**src/rtl/fetch.sv**
```systemverilog
// fetch: 6502 instruction fetch stage feeding the opcode decoder and execute sequencer
module fetch #(
  parameter logic [15:0] RESET_PC = 16'h0400
) (
  input  logic        clk,
  input  logic        rst_n,
  output logic [15:0] mem_addr,
  output logic        mem_rd,
  input  logic [7:0]  mem_rdata,
  input  logic        mem_rvalid,
  output logic [7:0]  dec_opcode,
  input  logic [4:0]  dec_op_type,
  input  logic        dec_single_byte,
  output logic        ins_valid,
  input  logic        ins_ready,
  output logic [7:0]  ins_opcode,
  output logic [15:0] ins_operand,
  output logic [1:0]  ins_len,
  output logic [15:0] ins_pc,
  input  logic        redirect,
  input  logic [15:0] redirect_pc
);
  localparam logic [4:0] OP_IMP = 5'd0, OP_ABS = 5'd4, OP_AXY = 5'd5, OP_JUM = 5'd8,
                         OP_JIN = 5'd9, OP_JSR = 5'd10, OP_RTS = 5'd11, OP_RTI = 5'd12,
                         OP_PUS = 5'd14, OP_PUL = 5'd15, OP_JAM = 5'd16;
  typedef enum logic [2:0] {S_OP, S_LEN, S_LO, S_HI, S_HOLD} state_t;
  state_t      st_q, st_d;
  logic [15:0] pc_q, pc_d, addr_q, addr_d, opd_q, opd_d, ipc_q, ipc_d;
  logic [7:0]  op_q, op_d;
  logic [1:0]  len_q, len_d, len_f;
  logic        out_q, out_d, kill_q, kill_d, rd_q, rd_d, vld_q, vld_d, take;
  // Instruction length from the decoder classification; single_byte overrides everything
  always_comb
    len_f = (dec_single_byte || dec_op_type inside {OP_RTI, OP_RTS, OP_PUS, OP_PUL, OP_IMP, OP_JAM}) ? 2'd1 :
            (dec_op_type inside {OP_ABS, OP_AXY, OP_JUM, OP_JIN, OP_JSR}) ? 2'd3 : 2'd2;
  // Next-state: byte capture, length evaluation, handshake, redirect (highest priority), read issue
  always_comb begin
    st_d   = st_q;
    pc_d   = pc_q;
    out_d  = out_q;
    kill_d = kill_q;
    op_d   = op_q;
    opd_d  = opd_q;
    len_d  = len_q;
    ipc_d  = ipc_q;
    take   = mem_rvalid && out_q && !kill_q && !redirect;
    if (mem_rvalid) begin
      out_d  = 1'b0;
      kill_d = 1'b0;
    end
    if (take) begin
      pc_d = pc_q + 16'd1;
      case (st_q)
        S_OP: begin
          op_d  = mem_rdata;
          ipc_d = pc_q;
          opd_d = '0;
          st_d  = S_LEN;
        end
        S_LO: begin
          opd_d[7:0] = mem_rdata;
          st_d       = (len_q == 2'd3) ? S_HI : S_HOLD;
        end
        S_HI: begin
          opd_d[15:8] = mem_rdata;
          st_d        = S_HOLD;
        end
        default: ;
      endcase
    end
    if (st_q == S_LEN) begin
      len_d = len_f;
      st_d  = (len_f == 2'd1) ? S_HOLD : S_LO;
    end
    if (st_q == S_HOLD && ins_ready) st_d = S_OP;
    if (redirect) begin
      pc_d   = redirect_pc;
      st_d   = S_OP;
      kill_d = out_q && !mem_rvalid;
    end
    rd_d   = (st_d == S_OP || st_d == S_LO || st_d == S_HI) && !out_d && !rd_q;
    if (rd_d) out_d = 1'b1;
    addr_d = rd_d ? pc_d : addr_q;
    vld_d  = st_d == S_HOLD;
  end
  // State and registered outputs; reset abandons any outstanding read
  always_ff @(posedge clk or negedge rst_n) begin
    if (!rst_n) begin
      st_q   <= S_OP;
      pc_q   <= RESET_PC;
      out_q  <= 1'b0;
      kill_q <= 1'b0;
      rd_q   <= 1'b0;
      addr_q <= '0;
      op_q   <= '0;
      opd_q  <= '0;
      len_q  <= '0;
      ipc_q  <= '0;
      vld_q  <= 1'b0;
    end else begin
      st_q   <= st_d;
      pc_q   <= pc_d;
      out_q  <= out_d;
      kill_q <= kill_d;
      rd_q   <= rd_d;
      addr_q <= addr_d;
      op_q   <= op_d;
      opd_q  <= opd_d;
      len_q  <= len_d;
      ipc_q  <= ipc_d;
      vld_q  <= vld_d;
    end
  end
  assign mem_addr    = addr_q;
  assign mem_rd      = rd_q;
  assign dec_opcode  = op_q;
  assign ins_valid   = vld_q;
  assign ins_opcode  = op_q;
  assign ins_operand = opd_q;
  assign ins_len     = len_q;
  assign ins_pc      = ipc_q;
endmodule
```
**config.mk**
```make
export PLATFORM = sky130hd
export DESIGN_NAME = fetch
export DESIGN_NICKNAME = d
export VERILOG_FILES = /design/src/rtl/fetch.sv
export SDC_FILE = /design/constraint.sdc
export NUM_CORES = 1
export LEC_CHECK = 0
export CORE_MARGIN = 2
export CORE_UTILIZATION = 40
export CTS_CLUSTER_SIZE = 16
export DETAILED_ROUTE_END_ITERATION = 12
export GPL_TIMING_DRIVEN = 0
export PLACE_DENSITY = 0.71
export SLEW_MARGIN = 0
export SYNTH_ARGS = -nofsm -noshare
export SYNTH_HDL_FRONTEND = slang
export SYNTH_SLANG_ARGS = --single-unit
```
**constraint.sdc**
```tcl
create_clock -name clk -period 2.3 [get_ports clk]
set_clock_uncertainty 0.15 [all_clocks]
set_input_delay 0.46 -clock clk [delete_from_list [all_inputs] [get_ports clk]]
set_output_delay 0.46 -clock clk [all_outputs]
set_load 0.05 [all_outputs]
```
==> results of run 1 <==
==> how the worst max path moves through the flow <==
stage	from	end	slack, ns	depth (start not counted)
2_1_floorplan	st_q[1]	mem_addr[10]	0.04	7
3_3_place_gp	rst_n	mem_addr[9]	-2.18	1
3_5_place_dp	mem_rvalid	ins_pc[0]	-0.92	8
4_1_cts	st_q[2]	mem_addr[11]	-0.08	8
5_1_grt	st_q[1]	mem_addr[4]	-0.09	6
6_report	st_q[1]	mem_addr[4]	-0.02	6
==> registers in the layout (all words and copies together) (netlist names) <==
| signal | count |
|---|---|
| dec_opcode | 8 |
| ins_len | 2 |
| ins_operand | 16 |
| ins_pc | 16 |
| ins_valid | 1 |
| kill_q | 1 |
| mem_addr | 16 |
| mem_rd | 1 |
| out_q | 1 |
| pc_q | 16 |
| st_q | 3 |
==> timing repair <==
| action | 4_1_cts | 5_1_grt |
|---|---|---|
| hold buffers | 1 | 0 |
| resized for setup | 27 | 16 |
| cloned | 1 | 0 |
| setup buffers | 14 | 4 |
| pin swaps | 9 | 7 |
| endpoints found under the hold margin | 32 | 0 |
| endpoints found under the setup margin | 46 | 20 |
==> Yosys cell counts (2+ instances only) <==
master	number
xor2_1	5
o21ai_0	24
mux2i_1	4
nand4_1	3
buf_2	4
nor3_1	8
nor2b_1	4
xnor2_1	7
mux2_2	36
nor4_1	3
nand2_1	46
o211ai_1	3
nand3_1	21
nor2_1	11
clkbuf_1	5
inv_1	5
buf_4	9
a21oi_1	3
nand4b_1	2
dfrtp_1	80
buf_1	2
mux2_4	8
==> per-layer routing <==
metal  GRT usage (%)  wire, µm  vias to the layer above
li1                -         -                     1376
met1           24.56      4183                     1459
met2           32.54      4577                      115
met3           5.014       642                       10
met4           5.796       119                        0
met5               0         0                        -
==> layout make-up <==
class	instances	area share [%]
Antenna cell	1	0.04697
Inverter	5	0.3523
Timing Repair Buffer	122	22.57
Buffer	19	2.395
Clock buffer	11	2.466
Sequential cell	81	38.07
Tap cell	111	2.607
Multi-Input combinational cell	211	29.94
Clock inverter	5	1.550
==> metrics by stage <==
step	std cells	setup slack, ns	setup TNS [ns]	cell area [µm²]
global placement	532	-2.176	-216.88	4845
CTS	565	-0.07831	-0.8327	5304
finish	566	-0.02398	-0.05521	5328
detailed placement	533	-0.9237	-43.96	4870
floorplan	319	0.03809	0	3685
global route	566	-0.08537	-0.9255	5328
==> worst reg2reg max path, cell delays in order (launching register included) <==
cell	delay, ns
dfrtp_1	0.42
nor4b_4	0.38
o311ai_4	0.17
nor2b_4	0.18
a311oi_4	0.38
buf_6	0.22
mux2_4	0.32
==> logic make-up after synthesis <==
| kind of cell | Yosys count | synth area share, % |
|---|---|---|
| DFF | 81 | 55.04 |
| and+or+nand+nor | 110 | 15.08 |
| adders and majority gates | 1 | 0.3395 |
| muxes | 48 | 15.35 |
| xor gates and xnor gates | 12 | 2.852 |
| AOI/OAI and AO/OA | 40 | 7.029 |
| buffers and inverters | 27 | 4.312 |
==> where the power goes <==
group | internal (µW) | total, µW | switching (µW)
sequential | 1870 | 2180 | 312
combinational | 1600 | 4010 | 2420
clock | 612 | 1140 | 528
==> impl_metrics.json, run 1 <==
{
  "status": "finished with violations",
  "failed_checks": "negative setup slack",
  "io_pins": 103,
  "htreeDepth": 3,
  "place.gp.congestion": 0.8390,
  "nFillCells": 772,
  "clkLatencyLatePin_ns": 0.36,
  "drcViolationCount": 0,
  "path_cells": "nor4b_4, o311ai_4, nor2b_4, a311oi_4, buf_6, mux2_4",
  "hold_depth": 2,
  "max_slew_margin_pct": 62.76,
  "wl_um": 9524,
  "synthCells": 319,
  "seqCellArea_um2": 2028,
  "reg2reg_from": "st_q[1]",
  "synth_warnings": 0,
  "max_freq_ghz": 0.4303,
  "initial_core_util_pct": 40.45,
  "finalCriticalPeriod_ns": 2.324,
  "critPathMaxStageDelay_ns": 0.42,
  "dieArea_um2": 9996,
  "worst_r2r_endpoint": "mem_addr[4]",
  "ys_ff_latch": 81,
  "crit_path_start_kind": "register",
  "synth.cell_area_um2": 3685,
  "finalHoldViolations": 0,
  "crit_required_ns": 2.39,
  "final_common_cell": "clkdlybuf4s50_1",
  "peakVddDrop_v": 0.0007605,
  "cts_tree": "done",
  "core_area_um2": 9109,
  "synthFlopType": "dfrtp_1",
  "setup-violations-final": 6,
  "setup_slack_ns": -0.02398,
  "first_global_vias": 2936,
  "area_growth_pct": 44.58,
  "power_density_nw_per_um2": 1377,
  "holdCritStartpoint": "mem_rvalid",
  "final_max_slew_viol_count": 0,
  "antenna_found_initial": 1,
  "synth-edff-count": 0,
  "port_buffers": 102,
  "min_to": "kill_q",
  "cp.arrival_ns": 2.41,
  "final_cell_mix": "clkdlybuf4s50_1 (91), dfrtp_1 (80), nand2_1 (45)",
  "worstHoldPathType": "in2reg",
  "grt_use_total_pct": 19.29,
  "clock-sinks": 81,
  "crit_fanout": 6,
  "total_leakage_power_uw": 0.002290,
  "cts_max_path_buffers": 2,
  "multi_input_area_um2": 1595,
  "synth_nets": 355,
  "rows": 35,
  "ys_async_sr_fraction_pct": 100.0,
  "rsz0062_at_grt": "yes",
  "grt_max_degree": 49,
  "rr_worst_depth": 6,
  "min_period_over_period_pct": 101.0,
  "drt_iter0_drc": 134,
  "synthTopCellsByArea": "dfrtp_1 (54%), mux2_2 (11%), nand2_1 (4.7%)",
  "cp-end-kind": "register",
  "cap_viol_max_count": 0,
  "path_buf_inv": 1,
  "die_width_um": 99.98,
  "rrSetupSlack_ns": -0.02,
  "nets": 485,
  "fin_hold_ws_ns": 0.3013,
  "crit_slowest_cell": "dfrtp_1",
  "yosysTopAreaCell": "dfrtp_1",
  "synth_cell_type_count": 48,
  "layout-drive-gt1-share_pct": 23.79,
  "crit_type": "reg2reg",
  "post_drt_wl_per_cell_um": 16.83,
  "firstDrtPassIters": 5,
  "dp_hpwl_um": 6453,
  "viasPerCell": 5.230,
  "clkTransAtPathRegs_ns": 0.09,
  "ys_seq_area_share_pct": 55.04,
  "vias": 2960,
  "ant_nets": 0,
  "avgSynthCellArea_um2": 11.55,
  "tightest_slew_ns": 0.5568,
  "numCtsBuffers": 9,
  "utilization_pct": 58.49,
  "crit_family": "simple AND/OR/NAND/NOR gates",
  "synth_top_area_share_pct": 54.33,
  "die_h_um": 99.98,
  "grt-ovfl-total": 0,
  "cts_root_buf": "clkbuf_8",
  "grt_pass1_wl_um": 14830,
  "power.total_uw": 7336
}
No activity file was read; power rests on OpenSTA's default activity.
==> inputs of run 2 (changes only) <==
- CORE_ASPECT_RATIO: unset -> 1.2
==> run 2 against run 1 <==
Global-route usage up 0.088 points. Fmax up 2.7%. Sequential share of layout area down 1.1 points. Critical endpoint is now mem_addr[10]. The run now ends clean. Critical path type is now in2reg. Total power grew 3.4%. Die area about the same. Wire length shrank 1.4%. Non-clock buffer count grew 9.
==> impl_metrics.json, run 2 (synthesis gave the netlist of run 1 again) <==
{
  "core_area_um2": 8986,
  "worst_r2r_endpoint": "mem_addr[1]",
  "dieArea_um2": 9999,
  "die_width_um": 91.62,
  "rr_worst_depth": 8,
  "area_growth_pct": 49.00,
  "max_freq_ghz": 0.4420,
  "numCtsBuffers": 9,
  "clkTransAtPathRegs_ns": 0.08,
  "htreeDepth": 3,
  "grt_max_degree": 43,
  "total_leakage_power_uw": 0.002360,
  "antenna_found_initial": 0,
  "die_h_um": 109.1,
  "cts_tree": "done",
  "post_drt_wl_per_cell_um": 16.11,
  "final_common_cell": "clkdlybuf4s50_1",
  "rows": 38,
  "fin_setup_tns_ns": 0,
  "place.gp.congestion": 0.8881,
  "power.total_uw": 7583,
  "tightest_slew_ns": 0.5366,
  "power_density_nw_per_um2": 1381,
  "final_cell_mix": "clkdlybuf4s50_1 (94), dfrtp_1 (79), nand2_1 (45)",
  "firstDrtPassIters": 4,
  "vias": 2963,
  "final_max_slew_viol_count": 0,
  "setup-violations-final": 0,
  "reg2reg_from": "out_q",
  "dp_hpwl_um": 6458,
  "nFillCells": 740,
  "grt-ovfl-total": 0,
  "clkLatencyLatePin_ns": 0.36,
  "finalCriticalPeriod_ns": 2.262,
  "crit_slowest_cell": "or4_4",
  "cp-end-kind": "register",
  "rsz0062_at_grt": "yes",
  "critPathMaxStageDelay_ns": 0.55,
  "cp.arrival_ns": 2.36,
  "grt_use_total_pct": 19.38,
  "diodes": 0,
  "drt_iter0_drc": 51,
  "viasPerCell": 5.082,
  "crit_path_start_kind": "input port",
  "first_global_vias": 3081,
  "setup.worst_path.end": "mem_addr[10]",
  "crit_required_ns": 2.40,
  "peakVddDrop_v": 0.0007734,
  "cts_root_buf": "clkbuf_8",
  "max_slew_margin_pct": 64.12,
  "finalHoldViolations": 0,
  "cap_viol_max_count": 0,
  "crit_fanout": 5,
  "crit_type": "in2reg",
  "cts_max_path_buffers": 2,
  "wl_um": 9390,
  "drcViolationCount": 0,
  "utilization_pct": 61.10,
  "port_buffers": 102,
  "grt_pass1_wl_um": 15090,
  "clock-sinks": 81,
  "min_period_over_period_pct": 98.36,
  "nets": 494,
  "io_pins": 103,
  "worstHoldPathType": "in2reg",
  "status": "finished clean",
  "initial_core_util_pct": 41.01,
  "path_cells": "dlygate4sd2_1, or4_4, o311ai_2, nor2b_4, a311oi_4, buf_6, clkbuf_16, mux2_4",
  "ant_nets": 0,
  "crit_start": "dec_op_type[1]",
  "layout-drive-gt1-share_pct": 25.70,
  "rrSetupSlack_ns": 0.06
}
run 2: cell types whose count changed in the layout (fill, tap and decap cells not counted), moves of 2 or more:
| cell | delta |
|---|---|
| buf_4 | +5 |
| buf_12 | +3 |
| buf_6 | -3 |
| buf_8 | +3 |
| clkdlybuf4s50_1 | +3 |
| clkinvlp_4 | -2 |
| dlymetal6s2s_1 | -2 |
run 2: stage by stage:
step	hold WS [ns]	instances	setup WS, ns	instance area (µm²)
2_1_floorplan	0.01441	319	0.03809	3685
3_3_place_gp	0.3031	541	-2.201	4856
3_5_place_dp	0.3079	542	-0.9442	4873
4_1_cts	0.2948	577	-0.02968	5413
5_1_grt	0.3148	583	-0.01576	5490
6_report	0.3149	583	0.03768	5490
run 2: repair_timing:
item,in CTS,in global routing
gates cloned,1,1
setup buffers,17,7
hold buffers,1,0
setup endpoints to repair,50,45
endpoints found under the hold margin,39,0
pin swaps,7,7
gates resized for setup,33,7
run 2: layout make-up:
class / instances / area [µm²] / area share (%)
Clock inverter: 5 / 102.6 / 1.869
Clock buffer: 11 / 141.4 / 2.575
Inverter: 5 / 18.77 / 0.3418
Sequential cell: 81 / 2029 / 36.96
Tap cell: 120 / 150.1 / 2.735
Multi-Input combinational cell: 211 / 1582 / 28.81
Timing Repair Buffer: 130 / 1314 / 23.93
Buffer: 20 / 152.6 / 2.780
run 2: per-layer routing:
layer | vias up | routed length (µm) | global-route usage (%)
met5 | - | 0 | 0
met4 | 0 | 185 | 8.009
met3 | 18 | 464 | 3.179
met2 | 102 | 4607 | 32.98
met1 | 1460 | 4132 | 24.67
li1 | 1383 | - | -
run 2: worst max-delay path: cells and delay by family:
| family | cells | cell delay [ns] |
|---|---|---|
| muxes | 1 | 0.29 |
| and+or+nand+nor | 2 | 0.80 |
| buffers and inverters | 3 | 0.58 |
| AOI/OAI and AO/OA | 2 | 0.22 |
run 2: worst min-delay path by stage:
stage | startpoint | to | cells past startpoint
floorplan | rst_n | dec_opcode[0] | 0
global placement | ins_operand[5] | ins_operand[5] | 2
detailed placement | ins_operand[4] | ins_operand[4] | 2
CTS | mem_rvalid | kill_q | 2
global route | mem_rvalid | kill_q | 2
finish | mem_rvalid | kill_q | 2
run 2: where the power goes:
group	internal (µW)	leakage [µW]	total [µW]	switching [µW]
Sequential	1870	0.00100	2180	307
Combinational	1720	0.00124	4140	2430
Clock	749	0.000120	1260	513
Total	4340	0.00236	7580	3250
==> inputs of run 3 (changes only) <==
- CTS_BUF_LIST: unset -> sky130_fd_sc_hd__clkbuf_4
- PLACE_DENSITY: 0.71 -> unset
- PLACE_DENSITY_LB_ADDON: unset -> 0.1
==> run 3 against run 2 <==
Sequential cell count stayed put. Cell area decreased by 2.8%. Via count decreased by 3.5%. Largest cell class unchanged.
==> impl_metrics.json, run 3 (synthesis gave the netlist of run 1 again) <==
{
  "core_area_um2": 8986,
  "cp.arrival_ns": 1.64,
  "dieArea_um2": 9999,
  "setup_slack_ns": 0.05147,
  "htreeDepth": 3,
  "grt_pass1_wl_um": 14520,
  "cts_tree": "done",
  "die_h_um": 109.1,
  "drcViolationCount": 0,
  "place.gp.congestion": 0.7995,
  "max_freq_ghz": 0.4447,
  "tightest_slew_ns": 0.5442,
  "area_growth_pct": 44.82,
  "rows": 38,
  "cts_root_buf": "clkbuf_4",
  "crit_path_start_kind": "register",
  "cp-end-kind": "output port",
  "final_max_slew_viol_count": 0,
  "clock-sinks": 81,
  "min_period_over_period_pct": 97.76,
  "crit_fanout": 2,
  "total_leakage_power_uw": 0.002357,
  "critPathMaxStageDelay_ns": 0.82,
  "wl_um": 9027,
  "viasPerCell": 4.928,
  "final_common_cell": "clkdlybuf4s50_1",
  "port_buffers": 102,
  "crit_slowest_cell": "clkdlybuf4s50_1",
  "setup-violations-final": 0,
  "post_drt_wl_per_cell_um": 15.56,
  "first_global_vias": 2978,
  "utilization_pct": 59.38,
  "layoutNonFillerInstCount": 580,
  "grt-ovfl-total": 0,
  "initial_core_util_pct": 41.01,
  "vias": 2858,
  "crit_required_ns": 1.69,
  "dp_hpwl_um": 6401,
  "numCtsBuffers": 9,
  "fin_hold_ws_ns": 0.1586,
  "grt_use_total_pct": 18.73,
  "cap_viol_max_count": 0,
  "cts_max_path_buffers": 2,
  "io_pins": 103,
  "peakVddDrop_v": 0.0007216,
  "worstHoldPathType": "in2reg",
  "crit_type": "reg2out",
  "power_density_nw_per_um2": 1316,
  "path_buf_inv": 1,
  "clkTransAtPathRegs_ns": 0.13,
  "finalCriticalPeriod_ns": 2.249,
  "crit_family": "buffers and inverters",
  "post-place-ws_ns": -0.9848,
  "finalHoldViolations": 0,
  "diodes": 0,
  "drt_iter0_drc": 144,
  "antenna_found_initial": 0,
  "status": "finished clean",
  "layout-drive-gt1-share_pct": 25.00,
  "ant_nets": 0,
  "final_cell_mix": "clkdlybuf4s50_1 (84), dfrtp_1 (80), nand2_1 (45)",
  "firstDrtPassIters": 4,
  "die_width_um": 91.62,
  "path_cells": "clkdlybuf4s50_1",
  "clkLatencyLatePin_ns": 0.42,
  "dp.cells": 542,
  "power.total_uw": 7023,
  "grt_max_degree": 64,
  "max_slew_margin_pct": 63.58,
  "nets": 491
}
[run 3: changes by cell type in the layout (fill, tap and decap cells not counted), moves of 2 or more]
cell and change:
clkbuf_8 -10, bufinv_16 -2, dlygate4sd2_1 +3, buf_6 +2
buf_8 -2, dlymetal6s2s_1 +7, clkdlybuf4s50_1 -10, clkbuf_4 +11
buf_12 -3
[run 3: path summary, 6_finish.rpt]
| path | start | to | slack, ns | depth (start not counted) |
|---|---|---|---|---|
| setup / recovery | ins_pc[2] | ins_pc[2] | 0.05 | 1 |
| setup reg to reg | st_q[2] | mem_addr[4] | 0.07 | 9 |
| max in group asynchronous | rst_n | pc_q[10] | 1.08 | 3 |
| hold / removal | mem_rvalid | kill_q | 0.16 | 2 |
| hold reg to reg | ins_operand[1] | ins_operand[1] | 0.33 | 2 |
| min in group asynchronous | rst_n | ins_operand[9] | 0.29 | 2 |
[run 3: cell type report]
cell class	count	area (µm²)
Fill cell	760	3650
Sequential cell	81	2028
Multi-Input combinational cell	211	1588
Timing Repair Buffer	125	1247
Buffer	22	160.2
Tap cell	120	150.1
Clock buffer	12	90.09
Clock inverter	4	53.80
Inverter	5	18.77
[run 3: metal layers]
layer	vias to the layer above	routed length, µm	global-route usage [%]
met2	93	4552	31.88
met4	0	172	8.766
li1	1386	-	-
met1	1366	3878	23.59
met5	-	0	0
met3	13	423	2.764
[run 3: what timing repair did]
action,4_1_cts,5_1_grt
gates resized for setup,30,17
pin swaps,9,4
buffers inserted,13,7
hold endpoints to repair,18,0
gates cloned,0,1
hold buffers,1,0
setup endpoints to repair,55,58
[run 3: power by group]
group	switching, µW	total [µW]	leakage (µW)	internal, µW
registers	302	2170	0.00100	1870
clock network	489	860	0.0000738	371
logic	2390	4000	0.00128	1600
[run 3: through the flow]
step	instance area, µm²	setup TNS (ns)
global route	5336	-0.08707
CTS	5210	-0.1395
finish	5336	0
global placement	4856	-231.44
detailed placement	4881	-46.20
floorplan	3685	0
